## config.mk

```make
export PLATFORM = sky130hd
export DESIGN_NAME = req_ack_done_resp
export DESIGN_NICKNAME = d
export VERILOG_FILES = /design/src/rtl/req_resp_pkg.sv /design/src/rtl/resp_dly_cnt.sv /design/src/rtl/req_ack_done_resp.sv
export SDC_FILE = /design/constraint.sdc
export NUM_CORES = 1
export LEC_CHECK = 0
export CAP_MARGIN = 0
export CORE_MARGIN = 3
export CORE_UTILIZATION = 35
export DETAILED_ROUTE_END_ITERATION = 10
export DONT_BUFFER_PORTS = 1
export PLACE_DENSITY = 0.56
export RECOVER_POWER = 25
export SLEW_MARGIN = 20
export SYNTH_ARGS = -nofsm -noshare
export SYNTH_HDL_FRONTEND = slang
export SYNTH_SLANG_ARGS = --single-unit
```

## constraint.sdc

```tcl
create_clock -name clk -period 3.2 [get_ports clk]
set_input_delay 0.64 -clock clk [delete_from_list [all_inputs] [get_ports clk]]
set_output_delay 0.64 -clock clk [all_outputs]
set_load 0.01 [all_outputs]
```

## src/rtl/req_resp_pkg.sv

```systemverilog
// Shared types and defaults for the req/ack/done responder.
package req_resp_pkg;

    localparam int DEF_CNT_W = 4;
    localparam int DEF_TXN_W = 8;

    typedef enum logic [1:0] {
        IDLE      = 2'd0,
        WAIT_ACK  = 2'd1,
        WAIT_DONE = 2'd2,
        DONE      = 2'd3
    } resp_state_e;

endpackage

```

## src/rtl/resp_dly_cnt.sv

```systemverilog
// Loadable down-counter used to time the ack and done delays.
module resp_dly_cnt #(
    parameter int CNT_W = 4
) (
    input  logic             clk,
    input  logic             rst_n,
    input  logic             load,
    input  logic [CNT_W-1:0] load_val,
    input  logic             dec,
    output logic [CNT_W-1:0] cnt,
    output logic             zero
);

    always_ff @(posedge clk) begin
        if (!rst_n)
            cnt <= '0;
        else if (load)
            cnt <= load_val;
        else if (dec)
            cnt <= cnt - 1'b1;
    end

    assign zero = (cnt == '0);

endmodule

```

## src/rtl/req_ack_done_resp.sv

```systemverilog
// Responder side of the four-phase req/ack/done handshake with programmable
// ack and done delays, abort reporting and a completed-transaction counter.
module req_ack_done_resp
    import req_resp_pkg::*;
#(
    parameter int CNT_W = DEF_CNT_W,
    parameter int TXN_W = DEF_TXN_W
) (
    input  logic             clk,
    input  logic             rst_n,
    input  logic             req,
    input  logic [CNT_W-1:0] ack_dly,
    input  logic [CNT_W-1:0] done_dly,
    output logic             ack,
    output logic             done,
    output logic             busy,
    output logic             abort,
    output logic [TXN_W-1:0] txn_cnt
);

    resp_state_e      state;
    logic [CNT_W-1:0] done_dly_q;
    logic [CNT_W-1:0] cnt;
    logic             cnt_zero;
    logic             cnt_load;
    logic             cnt_dec;
    logic [CNT_W-1:0] cnt_load_val;
    logic             waiting;

    // ack_dly goes straight into the counter on accept, so only done_dly
    // needs a shadow copy to survive until the ack phase ends.
    assign waiting      = (state == WAIT_ACK) || (state == WAIT_DONE);
    assign cnt_load     = ((state == IDLE) && req) ||
                          ((state == WAIT_ACK) && req && cnt_zero);
    assign cnt_load_val = (state == IDLE) ? ack_dly : done_dly_q;
    assign cnt_dec      = waiting && req && !cnt_zero;
    assign busy         = (state != IDLE);

    resp_dly_cnt #(.CNT_W(CNT_W)) u_dly_cnt (
        .clk      (clk),
        .rst_n    (rst_n),
        .load     (cnt_load),
        .load_val (cnt_load_val),
        .dec      (cnt_dec),
        .cnt      (cnt),
        .zero     (cnt_zero)
    );

    always_ff @(posedge clk) begin
        if (!rst_n) begin
            state      <= IDLE;
            done_dly_q <= '0;
            ack        <= 1'b0;
            done       <= 1'b0;
            abort      <= 1'b0;
            txn_cnt    <= '0;
        end else begin
            abort <= 1'b0;
            case (state)
                IDLE: begin
                    if (req) begin
                        done_dly_q <= done_dly;
                        state      <= WAIT_ACK;
                    end
                end
                WAIT_ACK: begin
                    // A dropped req wins over counter expiry in the same cycle.
                    if (!req) begin
                        ack   <= 1'b0;
                        abort <= 1'b1;
                        state <= IDLE;
                    end else if (cnt_zero) begin
                        ack   <= 1'b1;
                        state <= WAIT_DONE;
                    end
                end
                WAIT_DONE: begin
                    if (!req) begin
                        ack   <= 1'b0;
                        done  <= 1'b0;
                        abort <= 1'b1;
                        state <= IDLE;
                    end else if (cnt_zero) begin
                        done  <= 1'b1;
                        state <= DONE;
                    end
                end
                DONE: begin
                    if (!req) begin
                        ack     <= 1'b0;
                        done    <= 1'b0;
                        txn_cnt <= txn_cnt + 1'b1;
                        state   <= IDLE;
                    end
                end
                default: state <= IDLE;
            endcase
        end
    end

endmodule

```

==> After elaboration in Yosys (flattened, before gate mapping) <==
Cells that the tools add are included.
W data, S select, Z words.
{ "classes": {"addsub": 2, "n_eq_ne": 8, "mux": 16, "bitwise": 1, "reduce_logical": 22} }
{ "ops": {"columns": ["cell", "n"], "rows": [
  ["$mux W2", 6],
  ["$mux W4", 3],
  ["$add A8 B1 Y8 const B", 1],
  ["$pmux W2 S4", 1],
  ["$reduce_bool A2 Y1", 4],
  ["$ne A2 B2 Y1 const B", 3],
  ["$ne A3 B3 Y1 const B", 2],
  ["$reduce_and A2 Y1", 3],
  ["$reduce_and A3 Y1", 2],
  ["$logic_and A1 B1 Y1", 5],
  ["$eq A2 B2 Y1 const B", 2],
  ["$logic_not A4 Y1", 1],
  ["$mux W1", 4],
  ["$pmux W1 S2", 2],
  ["$reduce_and A4 Y1", 1],
  ["$reduce_or A2 Y1", 2],
  ["$sub A4 B1 Y4 const B", 1],
  ["$eq A2 B1 Y1 const B", 1],
  ["$logic_not A2 Y1", 1],
  ["$logic_or A1 B1 Y1", 2],
  ["$logic_not A1 Y1", 1],
  ["$not A1 Y1", 1]
]} }
{ "word_totals": {"ff_bits": 21, "inputBits": 11, "output_inout_bits": 12, "elab_cells": 56} }

==> Depth between registers and ports, before layout <==
Gate-level depths: netlist of the first run.
{ "logic_depth": {"ltp_word": 6, "depth_mapped": 7, "mapped_depth_nobuf": 6} }

==> By module <==
From an unflattened synthesis of the first run, not the netlist that was laid out.
{ "unflattened": {"cells_unflattened": 125, "hier_area_um2": 1099.8} }
{ "by_module_without_submodules": {"columns": ["module", "n_inst", "cells_each", "area_each_um2", "seq_area_each_um2"], "rows": [
  ["req_ack_done_resp", 1, 100, 877.1, 340.3],
  ["resp_dly_cnt", 1, 25, 222.7, 80.1]
]} }

==> Least setup slack after synthesis of the first run <==
No wires, ideal clock.
{ "synth_timing": {"kind": "input to register", "startpoint": "in req", "endpoint": "reg state[1]", "setup_ps": 71, "arrival_time_ps": 1716, "required_ps": 3129, "path_slack_ps": 1413, "cell_stages": 5, "path_buffers": 1, "cell_sequence": "clkbuf_2 -> nor4b_2 -> a311oi_2 -> or4b_1 -> a21oi_1"} }
{ "synth_between": {"elab_chain_cells": 2, "elab_cells_between_ends": 8, "cone_classes": "4 x eq/ne; 3 x mux; 1 x reduce/logical"} }
{ "synth_lines": {"columns": ["item", "line", "text"], "rows": [
  ["start: declaration", "req_ack_done_resp.sv:11", "input logic req,"],
  ["$ne A3 B3 Y1 (no source line), or another cell as far along", null, null],
  ["$reduce_and A4 Y1 (no source line) or $pmux W2 S4 (tied branches)", null, null],
  ["end signal: assignment", "req_ack_done_resp.sv:51", "state <= IDLE;"],
  ["end signal: assignment", "req_ack_done_resp.sv:63", "state <= WAIT_ACK;"],
  ["end signal: assignment", "req_ack_done_resp.sv:71", "state <= IDLE;"],
  ["end: declaration", "req_ack_done_resp.sv:21", "resp_state_e state;"]
]} }
Several ways; a longest one is shown, not always the timed one.
A chain may end at the register's enable or synchronous reset.

==> Worst setup path in the final report of the first run <==
{ "layout_timing": {"startpoint": "reg u_dly_cnt.cnt[0]", "endpoint": "reg state[1]"} }
{ "layout_between": {"elab_chain_cells": 3, "elab_cells_between_ends": 4, "cone_classes": "2 x eq/ne; 2 x reduce/logical"} }
{ "layout_lines": {"columns": ["item", "line", "text"], "rows": [
  ["start: declaration", "resp_dly_cnt.sv:10", "output logic [CNT_W-1:0] cnt,"],
  ["start signal: assignment", "resp_dly_cnt.sv:18", "cnt <= load_val;"],
  ["start signal: assignment", "resp_dly_cnt.sv:20", "cnt <= cnt - 1'b1;"],
  ["$logic_not A4 Y1 (*)", "resp_dly_cnt.sv:23", "assign zero = (cnt == '0);"],
  ["$ne A3 B3 Y1 (no source line)", null, null],
  ["$reduce_and A4 Y1 (no source line) (*)", null, null]
]} }
Mark *: on every way between the ends. The rest lies on a longest branch, timed or not.

==> impl_metrics.toml, run 1 <==
[setup_path]
path_class = "reg2reg"
cp-end-kind = "register"
crit_path_start_kind = "register"
critical-path-top-delay-family = "simple AND/OR/NAND/NOR gates"
worst_r2r_startpoint = "u_dly_cnt.cnt[0]$_SDFFE_PN0P_"
timing.critical_path.slowest_cell_delay_ns = 0.72
worst-path-stages = 6
worst_r2r_path_depth = 6
slowest_stage = "sky130_fd_sc_hd__nor3b_1"
critical_path_arrival_ns = 2.54
cp_cell_sequence = "inv_1 > ha_1 > nor3b_1 > a311oi_2 > or4b_1 > a21oi_1"
worst-r2r-setup-slack_ns = 0.88
required_ns = 3.43
r2r_end = "state[1]$_SDFFE_PN0P_"
worst-path-max-fanout = 6
worst-path-buf-inv = 1

[yosys]
synth_nets = 138
post_synthesis_sequential_area_ratio = 0.396
synthCells = 120
synthAdderAreaFrac = 0.0824
combinational_family_with_the_most_area_after_synthesis = "simple AND/OR/NAND/NOR gates"
synthesis.yosys.warnings = 0
synth_cell_type_count = 34
synthXorXnorAreaFrac = 0.0660
fraction_of_the_mapped_netlist_area_in_simple_logic_gates = 0.244
syn-cell-area_um2 = 1060
synth_compound_gate_area_share = 0.130
synthMuxAreaShare = 0.0400
ys_ff_latch = 21
syn_area_per_cell_um2 = 8.85

[clock_network]
clk_pin_slew_ns = 0.12
numCtsBuffers = 3
h-tree-depth = 1
cts_tree = "yes"
cts_sinks = 21
root_buf_cell = "sky130_fd_sc_hd__clkbuf_4"
post_cts_resized = 0
clock_tree_buffer_depth = 2
clkLatencyLatePin_ns = 0.30
postCtsHoldBufs = 0
post-cts-setup-buffer-count = 0

[pwr]
power_density_nw_per_um2 = 597
worst_ir_drop_vdd_uv = 309
p_leak_nw = 0.407

[floorplan]
die_x_um = 61.1
fp.coreArea_um2 = 2830
fp.dieArea_um2 = 3730
io_pins = 23
start_util = 0.375
die_height_um = 61.1
placement_rows = 19

[timing]
clock-skew-final_ns = 0.00499
achievable-frequency_mhz = 432
grt_setup_unrepaired = "false"
setup_viol = 0
relSlewSlack = 0.430
drv_slew = 0
finalHoldViolations = 0
period_minus_slack_ns = 2.32
worst_slew_pin_slew_ns = 0.853
fin_crit_sh = 0.724
fin_tns_setup_ns = 0

[route]
detailedRoute.firstPassIterationCount = 4
vias_after_detailed_routing = 807
route.detailed.vias_per_inst = 5.34
finalWirelength_mm = 2.07
final_antenna_net_count = 0
drt_iter0_drc = 34
drc = 0
drt-wirelength-per-cell_um = 13.7

[global_route]
gr-total-overflow = 0
grt.total_usage = 0.122
grt_first_pass_wirelength_mm = 3.42
antenna_found_initial = 0
first_global_vias = 774
maximum_number_of_pins_on_one_net_before_global_route_repair = 20

[min_path]
holdCritPathClass = "in2reg"
whs_endpoint = "abort$_SDFF_PN0_"
timing.hold.worst_path_depth = 1
hold_path.startpoint = "req"

[finish]
layout-drive-gt1-share = 0.0750
antennaDiodeCount = 0
number_of_nets_in_the_final_layout = 139
final_util = 0.388
syn_to_final_growth_pct = 3.42

[place]
dp_hpwl_mm = 1.57
numPortBuffers = 0
gp_congestion = 0.846

[run]
maxCapViolations = 0

[run_status]
result_of_the_run = "complete, no violations"
[synth_stat cells]
cell type                  count  share of area
sky130_fd_sc_hd__a31oi_1       3          0.018
sky130_fd_sc_hd__nand4_1       4          0.024
sky130_fd_sc_hd__dfxtp_1      21           0.40
sky130_fd_sc_hd__xnor2_1       2          0.016
sky130_fd_sc_hd__or4b_1        1         0.0094
sky130_fd_sc_hd__nor3b_4       1          0.018
sky130_fd_sc_hd__nor2b_1       2          0.012
sky130_fd_sc_hd__mux2i_1       2          0.019
sky130_fd_sc_hd__ha_1          7          0.082
sky130_fd_sc_hd__xor2_1        6          0.049
sky130_fd_sc_hd__a21oi_1       9          0.042
sky130_fd_sc_hd__nor3_1        1         0.0047
sky130_fd_sc_hd__nand2_1      14          0.049
sky130_fd_sc_hd__mux2_2        2          0.021
sky130_fd_sc_hd__or2_2         1         0.0059
sky130_fd_sc_hd__a311oi_2      1          0.014
sky130_fd_sc_hd__clkinv_1      1         0.0035
sky130_fd_sc_hd__or3_1         1         0.0059
sky130_fd_sc_hd__nor2_1       12          0.042
sky130_fd_sc_hd__nor3b_1       2          0.014
sky130_fd_sc_hd__buf_2         2         0.0094
sky130_fd_sc_hd__inv_1         6          0.021
sky130_fd_sc_hd__nor4b_2       1          0.014
sky130_fd_sc_hd__a211oi_1      4          0.028
sky130_fd_sc_hd__and3_1        1         0.0059
sky130_fd_sc_hd__or4_1         1         0.0071
sky130_fd_sc_hd__nand3b_1      1         0.0071
sky130_fd_sc_hd__o21ai_0       4          0.019
sky130_fd_sc_hd__clkbuf_1      1         0.0035
sky130_fd_sc_hd__and2_1        1         0.0059
sky130_fd_sc_hd__o221ai_1      1         0.0082
sky130_fd_sc_hd__nand3_1       2         0.0094
sky130_fd_sc_hd__and4b_1       1         0.0094
sky130_fd_sc_hd__clkbuf_2      1         0.0047
[cells in the final DEF, fill, tap and decap left out, drive strengths merged, types with 2 or more instances in the layout]
| cell type | n |
|---|---|
| dfxtp | 21 |
| nand2 | 14 |
| nor2 | 12 |
| a21oi | 9 |
| ha | 7 |
| inv | 6 |
| xor2 | 6 |
| nand4 | 4 |
| o21ai | 4 |
| a211oi | 4 |
| nor3b | 3 |
| a31oi | 3 |
| clkbuf | 3 |
| mux2 | 2 |
| xnor2 | 2 |
| nor2b | 2 |
| mux2i | 2 |
| nand3 | 2 |
| clkinv | 2 |
[cells by family (layout without fill, tap and decap cells)]
group / Yosys count / in the layout
muxes: 4 / 4
xor gates and xnor gates: 8 / 8
DFF: 21 / 21
AOI/OAI and AO/OA: 22 / 22
buffers and inverters: 11 / 11
and+or+nand+nor: 47 / 47
adders and majority gates: 7 / 7
[metrics by stage]
stage / area, um^2 / cells / setup slack, ns / hold WS, ns / power [mW]
after floorplan: 1060 / 120 / 1.41 / 0.432 / 0.503
after global placement: 1080 / 147 / 1.27 / 0.452 / 0.539
after detailed placement: 1080 / 147 / 1.19 / 0.452 / 0.545
after CTS: 1110 / 151 / 1.18 / 0.390 / 0.674
after global routing: 1100 / 151 / 0.716 / 0.384 / 0.711
final: 1100 / 151 / 0.884 / 0.406 / 0.656
[where the power goes]
| group | total [mW] | switching, mW | internal (mW) |
|---|---|---|---|
| logic | 0.209 | 0.123 | 0.0863 |
| clock network | 0.128 | 0.0817 | 0.0466 |
| registers | 0.318 | 0.0262 | 0.292 |
[per-layer routing]
metal  wire, um  vias to the layer above  global-route usage
li1           -                      423                   -
met5          0                        -                   0
met2        902                       18               0.181
met4         25                        0              0.0588
met1       1050                      362               0.165
met3         99                        4              0.0294
[final cells by class]
cell class | instances | area [um^2]
tap | 31 | 38.8
clock inverter | 1 | 5.00
inverter | 7 | 26.3
clock buffer | 3 | 22.5
fill | 286 | 1730
multi-input combinational | 88 | 586
sequential | 21 | 420
[how the worst max path moves through the flow]
stage | from | end
final | u_dly_cnt.cnt[0]$_SDFFE_PN0P_ | state[1]$_SDFFE_PN0P_
after global placement | state[1]$_SDFFE_PN0P_ | u_dly_cnt.cnt[2]$_SDFFE_PN0P_
after detailed placement | state[0]$_SDFFE_PN0P_ | u_dly_cnt.cnt[1]$_SDFFE_PN0P_
after global routing | u_dly_cnt.cnt[0]$_SDFFE_PN0P_ | state[1]$_SDFFE_PN0P_
after CTS | state[0]$_SDFFE_PN0P_ | u_dly_cnt.cnt[1]$_SDFFE_PN0P_
after floorplan | req | state[1]$_SDFFE_PN0P_
[state kept, by name, summed over array words and instances (netlist names)]
name / count
txn_cnt: 8
done_dly_q: 4
u_dly_cnt.cnt: 4
state: 2
abort: 1
ack: 1
done: 1
[worst register-to-register path, delay by kind of cell, from the launching register on]
family | cells | cell delay (ns)
buf+inv | 1 | 0.06
fa+ha+maj | 1 | 0.18
simple gates | 2 | 1.26
flops | 1 | 0.35
compound gates | 2 | 0.40
Power figures use the tool's default switching activity.
==> run 2: changes to the inputs <==
==> constraint.sdc (replaced) <==
create_clock -name clk -period 2.29 [get_ports clk]
set_input_delay 0.458 -clock clk [delete_from_list [all_inputs] [get_ports clk]]
set_output_delay 0.458 -clock clk [all_outputs]
set_load 0.01 [all_outputs]
==> impl_metrics.toml, run 2 (synthesized netlist as in run 1, its figures left out) <==
[run_status]
result_of_the_run = "complete, no violations"

[route]
final_antenna_net_count = 0
finalWirelength_mm = 2.14
route.detailed.vias_per_inst = 5.28
drc = 0
drt-wirelength-per-cell_um = 14.2
detailedRoute.firstPassIterationCount = 4
drt_iter0_drc = 55
vias_after_detailed_routing = 797

[setup_path]
worst-path-buf-inv = 1
worst_r2r_startpoint = "state[0]$_SDFFE_PN0P_"
crit_top_cell = "sky130_fd_sc_hd__a211oi_1"
worst-r2r-setup-slack_ns = 0.26
path_class = "reg2reg"
timing.critical_path.slowest_cell_delay_ns = 0.48
worst-path-stages = 6
worst_r2r_path_depth = 6
cp_cell_sequence = "inv_1 > ha_1 > and2_1 > a31oi_1 > a211oi_1 > a211oi_1"
slowest_stage = "sky130_fd_sc_hd__a31oi_1"
required_ns = 2.51
worst-path-max-fanout = 11
endpoint = "u_dly_cnt.cnt[2]$_SDFFE_PN0P_"
crit_path_start_kind = "register"
critical_path_arrival_ns = 2.24
critical-path-top-delay-family = "compound AO/OA/AOI/OAI gates"
worst_setup_path_startpoint = "state[0]$_SDFFE_PN0P_"
r2r_end = "u_dly_cnt.cnt[2]$_SDFFE_PN0P_"
cp-end-kind = "register"

[place]
dp_hpwl_mm = 1.60
numPortBuffers = 0
gp_congestion = 0.845
placement.setup.worst_slack_ns = 0.287

[timing]
fin_ws_ns = 0.261
worst_slew_pin_slew_ns = 0.607
fin_tns_setup_ns = 0
drv_slew = 0
grt_setup_unrepaired = "false"
relSlewSlack = 0.594
fin_crit_sh = 0.886
clock-skew-final_ns = 0.00777
setup_viol = 0
finalHoldViolations = 0
period_minus_slack_ns = 2.03
achievable-frequency_mhz = 493

[clock_network]
h-tree-depth = 1
post-cts-setup-buffer-count = 0
cts_tree = "yes"
postCtsHoldBufs = 0
numCtsBuffers = 3
clk_pin_slew_ns = 0.12
clkLatencyLatePin_ns = 0.31
cts_sinks = 21
root_buf_cell = "sky130_fd_sc_hd__clkbuf_4"
clock_tree_buffer_depth = 2
post_cts_resized = 0

[floorplan]
placement_rows = 19
start_util = 0.375
die_height_um = 61.1
fp.dieArea_um2 = 3730
io_pins = 23
die_x_um = 61.1
fp.coreArea_um2 = 2830

[finish]
layout.area.seq_um2 = 420
n_fill_cell = 285
number_of_nets_in_the_final_layout = 139
layout-drive-gt1-share = 0.0833
multi_input_area_um2 = 597
antennaDiodeCount = 0
most_frequent_standard_cell_in_the_layout_excluding_fill_and_tap_cells = "sky130_fd_sc_hd__dfxtp_1"
layout.cells.most_common_list = "sky130_fd_sc_hd__dfxtp_1 (21), sky130_fd_sc_hd__nand2_1 (14), sky130_fd_sc_hd__nor2_1 (12), sky130_fd_sc_hd__a21oi_1 (9), sky130_fd_sc_hd__ha_1 (7)"
syn_to_final_growth_pct = 4.48
regMostFlops = "txn_cnt"
final_util = 0.392
largest_register_ff_count = 8
largest_registers = "txn_cnt (8), done_dly_q (4), u_dly_cnt.cnt (4)"

[global_route]
gr-total-overflow = 0
antenna_found_initial = 0
grt.total_usage = 0.123
maximum_number_of_pins_on_one_net_before_global_route_repair = 20
grt_first_pass_wirelength_mm = 3.36
first_global_vias = 754

[pwr]
total_power_of_the_final_layout_uw = 936
worst_ir_drop_vdd_uv = 406
p_leak_nw = 0.412
power_density_nw_per_um2 = 843

[min_path]
holdCritPathClass = "in2reg"

[run]
maxCapViolations = 0
[run 2: where the power goes]
group | total (mW) | switching, mW | internal (mW)
clock | 0.182 | 0.117 | 0.0652
combinational | 0.304 | 0.171 | 0.133
sequential | 0.450 | 0.0413 | 0.408
[run 2: final cells by class]
class | count | share of cell area
clock buffers | 3 | 0.0203
clock inverters | 1 | 0.00451
inverters | 7 | 0.0237
multi-input cells | 88 | 0.538
flip-flops and latches | 21 | 0.379
well taps | 31 | 0.0349
[run 2: metrics by stage]
stage / instance area [um^2] / hold slack (ns) / std cells
detailed placement: 1080 / 0.457 / 147
global route: 1110 / 0.189 / 151
floorplan: 1060 / 0.432 / 120
finish: 1110 / 0.209 / 151
global placement: 1080 / 0.452 / 147
CTS: 1110 / 0.206 / 151
[run 2: worst min path at each step]
stage / from / endpoint / cells past startpoint
after floorplan: done_dly_q[2]$_SDFFE_PN0P_ / done_dly_q[2]$_SDFFE_PN0P_ / 2
after global routing: req / abort$_SDFF_PN0_ / 1
final: req / abort$_SDFF_PN0_ / 1
after detailed placement: done_dly_q[1]$_SDFFE_PN0P_ / done_dly_q[1]$_SDFFE_PN0P_ / 2
after global placement: done_dly_q[1]$_SDFFE_PN0P_ / done_dly_q[1]$_SDFFE_PN0P_ / 2
after CTS: req / abort$_SDFF_PN0_ / 1
[run 2: worst reg2reg max path, stage by stage, from the launching register on]
cell and delay (ns):
sky130_fd_sc_hd__dfxtp_1 0.39, sky130_fd_sc_hd__inv_1 0.11, sky130_fd_sc_hd__ha_1 0.34, sky130_fd_sc_hd__and2_1 0.24
sky130_fd_sc_hd__a31oi_1 0.48, sky130_fd_sc_hd__a211oi_1 0.12, sky130_fd_sc_hd__a211oi_1 0.26
[run 2: routing by layer]
metal,wire (um),track usage
met1,1100,0.161
met2,892,0.178
met4,43,0.0867
met3,101,0.0294
met5,0,0
==> run 3: changes to the inputs <==
--- a/config.mk
+++ b/config.mk
@@ -10,7 +10,7 @@
 export CORE_UTILIZATION = 35
 export DETAILED_ROUTE_END_ITERATION = 10
 export DONT_BUFFER_PORTS = 1
-export PLACE_DENSITY = 0.56
+export PLACE_DENSITY = 0.58
 export RECOVER_POWER = 25
 export SLEW_MARGIN = 20
 export SYNTH_ARGS = -nofsm -noshare
==> constraint.sdc (replaced) <==
create_clock -name clk -period 1.7 [get_ports clk]
set_input_delay 0.34 -clock clk [delete_from_list [all_inputs] [get_ports clk]]
set_output_delay 0.34 -clock clk [all_outputs]
set_load 0.01 [all_outputs]
==> impl_metrics.toml, run 3 (synthesized netlist as in run 1, its figures left out) <==
[timing]
period_minus_slack_ns = 1.69
fin_ws_ns = 0.0134
achievable-frequency_mhz = 593
finalHoldViolations = 0
finalHoldWorstSlack_ns = 0.107
clock-skew-final_ns = 0.00588
grt_setup_unrepaired = "true"
setup_viol = 0
fin_crit_sh = 0.992
drv_slew = 0
worst_slew_pin_slew_ns = 0.342
relSlewSlack = 0.771

[route]
detailedRoute.firstPassIterationCount = 4
drc = 0
route.detailed.vias_per_inst = 5.26
final_antenna_net_count = 0
vias_after_detailed_routing = 879
finalWirelength_mm = 2.32
drt-wirelength-per-cell_um = 13.9
drt_iter0_drc = 33

[clock_network]
cts_tree = "yes"
clock_tree_buffer_depth = 2
root_buf_cell = "sky130_fd_sc_hd__clkbuf_4"
numCtsBuffers = 3
h-tree-depth = 1
clkLatencyLatePin_ns = 0.30
clk_pin_slew_ns = 0.11
cts_sinks = 21

[place]
dp_hpwl_mm = 1.68
place_area_um2 = 1200
gp_congestion = 0.853
numPortBuffers = 0
placement.setup.worst_slack_ns = -0.0371
place_inst = 161

[floorplan]
fp.dieArea_um2 = 3730
placement_rows = 19
die_height_um = 61.1
die_x_um = 61.1
start_util = 0.375
fp.coreArea_um2 = 2830
io_pins = 23

[setup_path]
worst_r2r_startpoint = "state[1]$_SDFFE_PN0P_"
worst_r2r_path_depth = 6
worst-path-max-fanout = 3
slowest_stage = "sky130_fd_sc_hd__or4b_1"
critical-path-top-delay-family = "simple AND/OR/NAND/NOR gates"
cp-end-kind = "register"
worst-r2r-setup-slack_ns = 0.01
required_ns = 1.93
path_class = "reg2reg"
critical_path_arrival_ns = 1.92
timing.critical_path.slowest_cell_delay_ns = 0.53
crit_path_start_kind = "register"
cp_cell_sequence = "inv_1 > ha_2 > nor4b_4 > a311oi_2 > or4b_1 > a21oi_2"
worst-path-buf-inv = 1
r2r_end = "state[1]$_SDFFE_PN0P_"

[finish]
final_util = 0.448
n_fill_cell = 288
layout.cells.most_common_list = "sky130_fd_sc_hd__dfxtp_1 (17), sky130_fd_sc_hd__buf_4 (16), sky130_fd_sc_hd__nand2_1 (14), sky130_fd_sc_hd__nor2_1 (11), sky130_fd_sc_hd__a21oi_1 (8)"
largest_registers = "txn_cnt (8), done_dly_q (4), u_dly_cnt.cnt (4)"
syn_to_final_growth_pct = 19.4
stdcell_count = 167
layout-drive-gt1-share = 0.279
design_area_um2 = 1270
largest_register_ff_count = 8
most_frequent_standard_cell_in_the_layout_excluding_fill_and_tap_cells = "sky130_fd_sc_hd__dfxtp_1"
regMostFlops = "txn_cnt"
number_of_nets_in_the_final_layout = 155
antennaDiodeCount = 0

[min_path]
whs_endpoint = "abort$_SDFF_PN0_"
hold_path.startpoint = "req"
holdCritPathClass = "in2reg"
timing.hold.worst_path_depth = 1

[run_status]
result_of_the_run = "complete, no violations"

[global_route]
first_global_vias = 917
grt.total_usage = 0.139
gr-total-overflow = 0
maximum_number_of_pins_on_one_net_before_global_route_repair = 18
grt_first_pass_wirelength_mm = 3.93
antenna_found_initial = 0

[run]
maxCapViolations = 0

[pwr]
worst_ir_drop_vdd_uv = 579
p_leak_nw = 0.492
power_density_nw_per_um2 = 1130
run 3: how the worst max path moves through the flow:
stage | startpoint | end | slack [ns] | cells after the start
detailed placement | state[1]$_SDFFE_PN0P_ | state[1]$_SDFFE_PN0P_ | -0.04 | 6
finish | state[1]$_SDFFE_PN0P_ | state[1]$_SDFFE_PN0P_ | 0.01 | 6
CTS | state[1]$_SDFFE_PN0P_ | state[1]$_SDFFE_PN0P_ | 0.003 | 6
floorplan | state[1]$_SDFFE_PN0P_ | state[1]$_SDFFE_PN0P_ | 0.02 | 6
global route | state[1]$_SDFFE_PN0P_ | state[1]$_SDFFE_PN0P_ | -0.07 | 6
global placement | state[1]$_SDFFE_PN0P_ | state[1]$_SDFFE_PN0P_ | 0.002 | 6
run 3: metrics by stage:
| stage | TNS [ns] | total power [mW] |
|---|---|---|
| after floorplan | 0 | 0.954 |
| after global placement | 0 | 1.14 |
| final | 0 | 1.43 |
| after global routing | -0.191 | 1.55 |
| after CTS | 0 | 1.44 |
| after detailed placement | -0.0371 | 1.15 |
run 3: what timing repair did:
| item | in CTS | in global routing |
|---|---|---|
| setup endpoints to repair | 1 | 7 |
| pin swaps | 2 | 1 |
| hold buffers | 0 | 0 |
| cloned | 0 | 0 |
| setup buffers | 2 | 0 |
| gates resized for setup | 4 | 7 |
| endpoints found under the hold margin | 0 | 0 |
run 3: metal layers:
layer / wire length [um] / up-vias / track usage
met2: 1130 / 20 / 0.234
met1: 1030 / 407 / 0.169
li1: - / 450 / -
met3: 152 / 2 / 0.0482
met4: 13 / 0 / 0.0372
met5: 0 / - / 0
run 3: area by class of cell:
| type | instances | area [um^2] | area share |
|---|---|---|---|
| inverter | 7 | 26.3 | 0.0207 |
| clock buffer | 3 | 22.5 | 0.0178 |
| timing repair buffer | 16 | 120 | 0.0947 |
| clock inverter | 1 | 5.00 | 0.00394 |
| multi-input combinational | 88 | 631 | 0.497 |
| sequential | 21 | 425 | 0.335 |
| tap | 31 | 38.8 | 0.0306 |
run 3: where the power goes:
part / internal (mW) / switching, mW / total [mW] / leakage, nW
sequential: 0.555 / 0.0515 / 0.606 / 0.173
combinational: 0.313 / 0.277 / 0.590 / 0.302
clock: 0.0877 / 0.149 / 0.237 / 0.0177
total: 0.955 / 0.478 / 1.43 / 0.492
